## src/rtl/obj_buf_ctrl.sv

```systemverilog
// obj_buf_ctrl: head/tail/occupancy control for the object field buffer.
// Arbitrates two push sources round-robin and serves one pop port.
module obj_buf_ctrl #(
  parameter int ROWS     = 64,
  parameter int AF_LEVEL = 56
) (
  input  logic                     clk,
  input  logic                     reset,
  input  logic [1:0]               wr_req,
  output logic [1:0]               wr_gnt,
  input  logic                     rd_req,
  output logic                     rd_ack,
  input  logic                     flush,
  output logic                     mem_we,
  output logic [$clog2(ROWS)-1:0]  mem_waddr,
  output logic                     mem_wsel,
  output logic                     mem_re,
  output logic [$clog2(ROWS)-1:0]  mem_raddr,
  output logic                     full,
  output logic                     almost_full,
  output logic                     empty,
  output logic [$clog2(ROWS):0]    count
);

  localparam int AW = $clog2(ROWS);
  localparam logic [AW:0] ROWS_C = (AW+1)'(ROWS);
  localparam logic [AW:0] AF_C   = (AW+1)'(AF_LEVEL);

  logic [AW-1:0] head;
  logic [AW-1:0] tail;
  logic          rr;
  logic          push;
  logic          pop;
  logic [AW:0]   count_nxt;

  // Push arbitration: single requester wins outright, contention uses rr
  always_comb begin
    wr_gnt = 2'b00;
    if (!reset && !full && !flush) begin
      case (wr_req)
        2'b01:   wr_gnt = 2'b01;
        2'b10:   wr_gnt = 2'b10;
        2'b11:   wr_gnt = rr ? 2'b10 : 2'b01;
        default: wr_gnt = 2'b00;
      endcase
    end
  end

  assign rd_ack    = rd_req & ~empty & ~flush & ~reset;
  assign push      = |wr_gnt;
  assign pop       = rd_ack;
  assign mem_we    = push;
  assign mem_wsel  = wr_gnt[1];
  assign mem_waddr = tail;
  assign mem_re    = pop;
  assign mem_raddr = head;

  // Next occupancy; flush discards everything
  always_comb begin
    count_nxt = count;
    if (flush)
      count_nxt = '0;
    else if (push && !pop)
      count_nxt = count + 1'b1;
    else if (pop && !push)
      count_nxt = count - 1'b1;
  end

  // Pointer, occupancy, flag and priority registers
  always_ff @(posedge clk) begin
    if (reset) begin
      head        <= '0;
      tail        <= '0;
      count       <= '0;
      rr          <= 1'b0;
      empty       <= 1'b1;
      full        <= 1'b0;
      almost_full <= 1'b0;
    end else begin
      if (flush) begin
        head <= '0;
        tail <= '0;
      end else begin
        if (push) tail <= tail + 1'b1;
        if (pop)  head <= head + 1'b1;
      end
      if (wr_req == 2'b11 && push)
        rr <= ~rr;
      count       <= count_nxt;
      empty       <= (count_nxt == '0);
      full        <= (count_nxt == ROWS_C);
      almost_full <= (count_nxt >= AF_C);
    end
  end

  a_count_bound: assert property (
    @(posedge clk) disable iff (reset) count <= ROWS_C);
  a_no_overflow: assert property (
    @(posedge clk) disable iff (reset) !(count == ROWS_C && push && !pop));
  a_no_underflow: assert property (
    @(posedge clk) disable iff (reset) !(count == '0 && pop));

endmodule
```

## config.mk

```make
export PLATFORM = sky130hd
export DESIGN_NAME = obj_buf_ctrl
export DESIGN_NICKNAME = d
export VERILOG_FILES = /design/src/rtl/obj_buf_ctrl.sv
export SDC_FILE = /design/constraint.sdc
export NUM_CORES = 1
export LEC_CHECK = 0
export CORE_ASPECT_RATIO = 0.75
export CORE_MARGIN = 3
export CORE_UTILIZATION = 43
export CTS_CLUSTER_DIAMETER = 30
export DETAILED_ROUTE_END_ITERATION = 12
export PLACE_DENSITY = 0.78
export SLEW_MARGIN = 20
export SYNTH_ARGS = -nofsm -noshare
export SYNTH_HDL_FRONTEND = slang
export SYNTH_SLANG_ARGS = --single-unit
```

## constraint.sdc

```tcl
create_clock -name clk -period 1.7 [get_ports clk]
set_input_delay 0.17 -clock clk [delete_from_list [all_inputs] [get_ports clk]]
set_output_delay 0.17 -clock clk [all_outputs]
set_load 0.01 [all_outputs]
```

* Word-level counts from Yosys, hierarchy flattened *
Index checks and enable logic that the tools add are counted.

operators by class
  bitwise logic cells = 7
  reduce and logical (&&, ||, !) cells = 13
  magnitude comparators = 1
  multiplexer cells = 6
  equal/unequal tests = 4
  add/subtract/negate cells = 4

operators by type and width
  kind                                                  count
  two-way mux 7 bit                                     3
  adder 6 x 1 -> 6 bit (second input constant)          2
  adder 7 x 1 -> 7 bit (second input constant)          1
  equality test 7 bit (second input constant)           1
  >= comparator 7 x 6 -> 1 bit (second input constant)  1
  logical NOT 7 bit                                     1
  subtractor 7 x 1 -> 7 bit (second input constant)     1
  one-hot mux 2 bit (3 select lines)                    1
  logical AND 1 bit                                     5
  logical NOT 1 bit                                     5
  equality test 2 bit (second input constant)           2
  two-way mux 2 bit                                     2
  NOT 1 bit                                             4
  OR reduction 2 bit                                    2
  bitwise AND 1 bit                                     3
  equality test 2 x 1 -> 1 bit (second input constant)  1

storage, ports and cells
  input port bits = 6
  word-level logic and storage cells = 42
  bits in registers = 23
  output and inout port bits = 28

* Longest topological paths before layout *
Gate-level depths: netlist (run 1).

  depth in word-level cells = 11
  mapped depth = 9
  gate-level depth less buffers = 7

* Least setup slack after synthesis (run 1) *
No wires, ideal clock.

  path kind = reg-to-reg
  start point = reg count[0]
  end point = reg empty
  data required time = 1.616 ns
  data arrival time = 1.795 ns
  cell stages (with the launch flop) = 8
  period minus slack after synthesis = 1.879 ns
  slack = -0.179 ns
  cells stage by stage = dfxtp_1 -> inv_1 -> ha_1 -> or3_1 -> a21oi_1 -> a22o_1 -> a31oi_1 -> o31ai_2

on the way
  longest elaborated chain between the ends = 5
  elaborated cells between the ends (all ways) = 6

RTL lines
  what                       RTL line  text
  start, declared            22        output logic [$clog2(ROWS):0] count
  start signal, assigned     89        count <= count_nxt;
  subtractor 7 x 1 -> 7 bit  66        count_nxt = count - 1'b1;
  two-way mux 7 bit          65        else if (pop && !push)
  two-way mux 7 bit *        63        else if (push && !pop)
  two-way mux 7 bit *        61        if (flush)
  logical NOT 7 bit *        90        empty <= (count_nxt == '0);
  end signal, assigned       90
  end, declared              21        output logic empty,

Every way passes the cells marked *; elsewhere a longest branch is shown, timed or not.
A chain may end at the register's enable or synchronous reset.

* Worst setup path after layout (run 1) *
  start point = reg empty
  end point = reg empty

on the way
  longest elaborated chain between the ends = 9
  elaborated cells between the ends (all ways) = 11

RTL lines
  what                                                           RTL line  text
  NOT 1 bit *                                                    49        assign rd_ack = rd_req & ~empty & ~flush & ~reset;
  bitwise AND 1 bit * (3 in series)                              49
  logical AND 1 bit / logical NOT 1 bit (equally long branches)  65, 63
  two-way mux 7 bit / logical AND 1 bit (equally long branches)  65, 63
  two-way mux 7 bit *                                            63
  two-way mux 7 bit *                                            61
  logical NOT 7 bit *                                            90

Marked as above.

==> results of run 1 <==
[flip-flops by register name, indices dropped and copies added (netlist names)]
| name | cells |
|---|---|
| almost_full | 1 |
| count | 7 |
| empty | 1 |
| full | 1 |
| mem_raddr | 6 |
| mem_waddr | 6 |
| rr | 1 |
[logic make-up (layout without fill, tap and decap cells)]
| kind of cell | count (synthesis) | in the layout |
|---|---|---|
| muxes | 6 | 6 |
| and+or+nand+nor | 70 | 70 |
| DFF | 23 | 23 |
| adders and majority gates | 4 | 4 |
| buffers and inverters | 14 | 83 |
| xor gates and xnor gates | 14 | 14 |
| AOI/OAI and AO/OA | 14 | 14 |
[stage by stage]
stage | total power (uW) | setup TNS (ps) | worst slack (ps) | hold WS [ps]
5_1_grt | 1190 | -1220 | -262 | 455
4_1_cts | 1140 | -619 | -185 | 411
3_3_place_gp | 791 | -5400 | -518 | 483
6_report | 1140 | -841 | -197 | 424
3_5_place_dp | 800 | -6610 | -544 | 496
2_1_floorplan | 674 | -234 | -100 | 358
[power groups by stage]
stage | Sequential [uW] | Clock (uW) | Combinational, uW
global route | 560 | 369 | 265
CTS | 559 | 345 | 231
finish | 559 | 335 | 249
floorplan | 579 | 0 | 95.3
detailed placement | 572 | 0 | 228
global placement | 572 | 0 | 219
[cell usage after synthesis (2+ instances only)]
cell | number | area, sq um
a21oi_1 | 3 | 15.0
and3_1 | 3 | 18.8
buf_4 | 3 | 22.5
clkbuf_1 | 3 | 11.3
dfxtp_1 | 23 | 460
ha_1 | 4 | 50.1
inv_1 | 4 | 15.0
mux2i_1 | 2 | 20.0
mux2i_4 | 2 | 45.0
nand2_1 | 16 | 60.1
nand2b_1 | 3 | 18.8
nand3_1 | 3 | 15.0
nand4_1 | 5 | 31.3
nor2_1 | 23 | 86.3
nor3_1 | 3 | 15.0
o21ai_1 | 2 | 10.0
or3_1 | 2 | 12.5
xnor2_1 | 7 | 61.3
xor2_1 | 7 | 61.3
[layout make-up]
class	instances	area share [%]
Clock buffer	3	2.06
Clock inverter	1	0.250
Inverter	7	1.56
Multi-Input combinational cell	108	39.9
Sequential cell	23	23.2
Tap cell	36	2.25
Timing Repair Buffer	72	30.8
[cells in the final DEF (no fill, tap or decap), types with 3 or more instances in the layout]
cell / netlist / routed
xnor2_1: 7 / 5
buf_6: 1 / 3
dfxtp_2: 0 / 3
inv_1: 4 / 4
nor2_1: 23 / 19
buf_4: 3 / 37
nand2b_1: 3 / 3
nor3_1: 3 / 3
ha_1: 4 / 4
nor2_2: 0 / 3
a21oi_1: 3 / 3
nand3_1: 3 / 3
nand4_1: 5 / 5
clkbuf_8: 0 / 3
dlygate4sd2_1: 0 / 7
xor2_1: 7 / 7
clkdlybuf4s50_1: 0 / 24
dfxtp_1: 23 / 20
nand2_1: 16 / 16
[per-layer routing]
layer  vias to the layer above  share of wire, %
li1                        633                 -
met1                       641                42
met2                        58                49
met3                         6               7.4
met4                         0               1.5
met5                         -                 0
[worst max-delay path, delay by kind of cell (launching register included)]
| kind | cells | cell delay (ps) |
|---|---|---|
| flip-flops | 1 | 320 |
| AND/OR/NAND/NOR | 3 | 700 |
| multiplexers | 2 | 520 |
| AO/OA/AOI/OAI | 1 | 180 |
| buffers and inverters | 1 | 90 |
[worst min-delay path by stage]
stage | slack [ps] | end | depth (start not counted) | from
floorplan | 360 | count[2] | 2 | reset
global placement | 480 | mem_waddr[1] | 2 | mem_waddr[1]
detailed placement | 500 | mem_waddr[1] | 2 | mem_waddr[1]
CTS | 410 | rr | 3 | reset
global route | 460 | count[2] | 3 | reset
finish | 420 | count[2] | 3 | reset
[what timing repair did]
| action | in CTS | in global routing |
|---|---|---|
| pin swaps | 4 | 1 |
| setup buffers | 4 | 2 |
| endpoints found under the setup margin | 14 | 11 |
| resized for setup | 23 | 12 |
==> flow_summary.yaml, run 1 <==
yosys:
  synth_top_family_by_area: "simple AND/OR/NAND/NOR gates"
  synth_xor_area_share_pct: 9.74
  postSynth.asyncResetShare_pct: 0
  synthCells: 145
  yosysSeqAreaShare_pct: 36.6
  synth_cell_types: 46
  yosysWarnings: 0
  muxShareOfSynthArea_pct: 7.26
  syn_avg_cell_area_sq_um: 8.68
  syn-cell-area_sq_um: 1260
  synth_fa_ha_area_share_pct: 3.98
  ys.flop_type: "dfxtp_1"
  synth_compound_area_share_pct: 7.65
  yosys.area_share.simple_pct: 28.7
  synth_fp_nets: 155
  synth_seq_cells: 23
  synth_edf_count: 0
worst_setup_path:
  r2r-end: "empty"
  rrSetupSlack_ps: -200
  slowest_delay_ps: 550
  endpoint_kind: "flop"
  path_class: "reg -> reg"
  worstPathMaxFanout: 6
  rr_startpoint: "empty"
  crit_path_start: "empty"
  endpoint: "empty"
  path_cells: "or4b_4 > clkinv_4 > nand3_2 > mux2_4 > mux2i_4 > nand2_2 > o31ai_2"
  arrival_ps: 2070
  worstRegToRegCells: 7
  cp_data_required_time_ps: 1870
  slowest_stage: "or4b_4"
  startpoint_type: "flop"
power:
  sequentialPowerShare_pct: 48.9
  p_int_uw: 844
  power.leakage_uw: 0.000824
  power_switching_uw: 299
  p_sw_share_pct: 26.2
  pwr-share-clk_pct: 29.3
  power_density_nw_per_um2: 570
  p_comb_share_pct: 21.8
  ir_drop_mv: 0.403
clock_tree:
  root_buffer: "clkbuf_8"
  cts_buffer_depth: 2
  clk_latency_ps: 260
  cts_hold_buf: 0
  cts_tree: "done"
  path_clk_slew_ps: 80
  cts.sinks: 23
  htreeDepth: 1
  cts-buffers-inserted: 3
finish:
  finalNetCount: 225
  multiInputGateArea_sq_um: 800
  post-route-util_pct: 74.2
  final_cells: 250
  drive_gt1_share_pct: 34.1
  syn2layout_area_growth_pct: 59.2
  antenna_cells: 0
  seq_area_sq_um: 464
  nFillCells: 173
  final_area_sq_um: 2000
global_routing:
  grtUsageMet3_pct: 5.52
  grt_usage_pct: 22.5
  use_met2_pct: 36.5
  grt_use_met1_pct: 29.5
  overflow: 0
  grt.busiest_layer: "met2"
  grt_pass1_vias: 1280
  grt_max_degree: 14
  grt_pass1_wl_microns: 6020
  antenna_found_initial: 0
sta:
  fin_skew_ps: 5.24
  fin_ws_ps: -197
  slew_headroom_pct: 77.9
  rsz0062_at_grt: "yes"
  worst_pin_slew_ps: 323
  timing.final.crit_share_pct: 112
  finalSetupViolations: 6
  fmaxAchievable_ghz: 0.527
  hold_viol: 0
  period_minus_slack_ps: 1900
  slew_viol_final: 0
routing:
  wire_per_inst_microns: 15.4
  drc: 0
  vias_per_cell: 5.35
  firstDrtPassIters: 4
  drt_iter0_drc: 55
  vias: 1338
  routed_wl_microns: 3850
  ant_nets: 0
placement:
  placed_area_sq_um: 1870
  place_inst: 243
  io_buffers: 33
  gp_congestion: 0.971
  hpwl_microns: 2900
floorplanning:
  die_h_microns: 52.9
  die-area_sq_um: 3620
  core_sq_um: 2700
  rows: 16
  initial_core_util_pct: 46.6
  dieWidth_microns: 68.5
  io_pins: 34
outcome:
  status: "finished, violations left"
  violations: "setup timing"
flow_run:
  cap_violations: 0
min_path:
  min_path_type: "in -> reg"
Power figures use the tool's default switching activity.
==> run 2, diff against run 1 <==
Settings changed: GPL_ROUTABILITY_DRIVEN set to 0.
==> results of run 2 <==
Same layout as run 1: the final DEF is identical, and so are final timing and power.
==> run 3, diff against run 2 <==
--- a/config.mk
+++ b/config.mk
@@ -17,2 +17,3 @@
 export SYNTH_HDL_FRONTEND = slang
 export SYNTH_SLANG_ARGS = --single-unit
+export TNS_END_PERCENT = 30
==> constraint.sdc (replaced) <==
create_clock -name clk -period 1.7 [get_ports clk]
set_input_delay 0.34 -clock clk [delete_from_list [all_inputs] [get_ports clk]]
set_output_delay 0.34 -clock clk [all_outputs]
set_load 0.01 [all_outputs]
==> flow_summary.yaml, run 3 (same netlist as run 1, synthesis figures left out) <==
finish:
  layout_common_cells: "buf_4, nor2_1, dfxtp_1, clkdlybuf4s50_1, nand2_1"
  syn2layout_area_growth_pct: 55.5
  largest_register_ffs: 7
  final_area_sq_um: 1960
  finalNetCount: 222
  antenna_cells: 0
  largest_register: "count"
  final_cells: 247
  drive_gt1_share_pct: 33.2
  layout_commonest_cell: "buf_4"
routing:
  ant_nets: 0
  drc: 0
  vias_per_cell: 5.45
  drt_iter0_drc: 62
  vias: 1346
  routed_wl_microns: 3920
  wire_per_inst_microns: 15.9
  firstDrtPassIters: 4
power:
  total_power_uw: 1130
  power.leakage_uw: 0.000813
  ir_drop_mv: 0.401
  power_density_nw_per_um2: 578
sta:
  period_minus_slack_ps: 1920
  timing.final.crit_share_pct: 113
  worst_pin_slew_ps: 341
  finalSetupViolations: 8
  fin_skew_ps: 4.38
  hold_viol: 0
  fmaxAchievable_ghz: 0.521
  slew_headroom_pct: 77.0
  rsz0062_at_grt: "yes"
  fin_ws_ps: -220
  slew_viol_final: 0
worst_setup_path:
  startpoint_type: "flop"
  worstPathMaxFanout: 7
  cp_data_required_time_ps: 1870
  rrSetupSlack_ps: -220
  arrival_ps: 2090
  endpoint_kind: "flop"
  path_class: "reg -> reg"
global_routing:
  grt_usage_pct: 23.0
  antenna_found_initial: 0
  grt_pass1_wl_microns: 6190
  overflow: 0
  grt_pass1_vias: 1366
  grt_max_degree: 13
floorplanning:
  dieWidth_microns: 68.5
  rows: 16
  io_pins: 34
  die_h_microns: 52.9
  die-area_sq_um: 3620
  core_sq_um: 2700
  initial_core_util_pct: 46.6
clock_tree:
  path_clk_slew_ps: 80
  cts_buffer_depth: 2
  root_buffer: "clkbuf_8"
  cts_tree: "done"
  cts-buffers-inserted: 3
  htreeDepth: 1
  cts.sinks: 23
  clk_latency_ps: 260
  cts_hold_buf: 0
placement:
  hpwl_microns: 2740
  place_inst: 239
  placed_area_sq_um: 1830
  io_buffers: 33
min_path:
  min_path_type: "in -> reg"
flow_run:
  cap_violations: 0
outcome:
  status: "finished, violations left"
  violations: "setup timing"
[run 3: cell type report]
cell class	instances	area [sq um]
Clock buffer	4	45.0
Fill cell	190	746
Inverter	7	31.3
Multi-Input combinational cell	108	783
Sequential cell	23	464
Tap cell	36	45.0
Timing Repair Buffer	69	588
[run 3: routing by layer]
| layer | GRT usage, % | vias to the layer above | part of all wire, % |
|---|---|---|---|
| met5 | 0 | - | 0 |
| li1 | - | 622 | - |
| met1 | 26.9 | 636 | 40 |
| met3 | 5.94 | 19 | 7.9 |
| met2 | 40.6 | 69 | 49 |
| met4 | 7.59 | 0 | 2.5 |
[run 3: critical path, cell delays in order (launching register included)]
cell and delay, ps:
dfxtp_2 330, or4b_4 540, clkinv_4 100, nand3_2 70, mux2_4 300, mux2i_4 220, nand2_2 100, o31ai_2 180
[run 3: repair_timing]
action | CTS | global route
pin swaps | 2 | 5
buffers inserted | 3 | 2
setup endpoints to repair | 19 | 20
resized for setup | 31 | 13
[run 3: path summary, 6_finish.rpt]
| check | startpoint | end | depth (start not counted) |
|---|---|---|---|
| max | empty | empty | 7 |
| min reg2reg | mem_waddr[1] | mem_waddr[1] | 2 |
| max reg2reg | empty | empty | 7 |
| min | reset | rr | 3 |
[run 3: per-stage QoR]
stage	TNS [ps]	util, %	hold slack [ps]	setup slack, ps
floorplan	-598	-	496	-182
detailed placement	-11270	67.7	498	-735
CTS	-1270	71.4	509	-218
finish	-976	72.4	412	-220
global placement	-10650	67.7	473	-731
global route	-1470	72.4	422	-275
[run 3: power by group]
part	switching, uW	internal [uW]	total, uW
sequential	9.10	550	559
clock	168	167	335
combinational	116	121	237
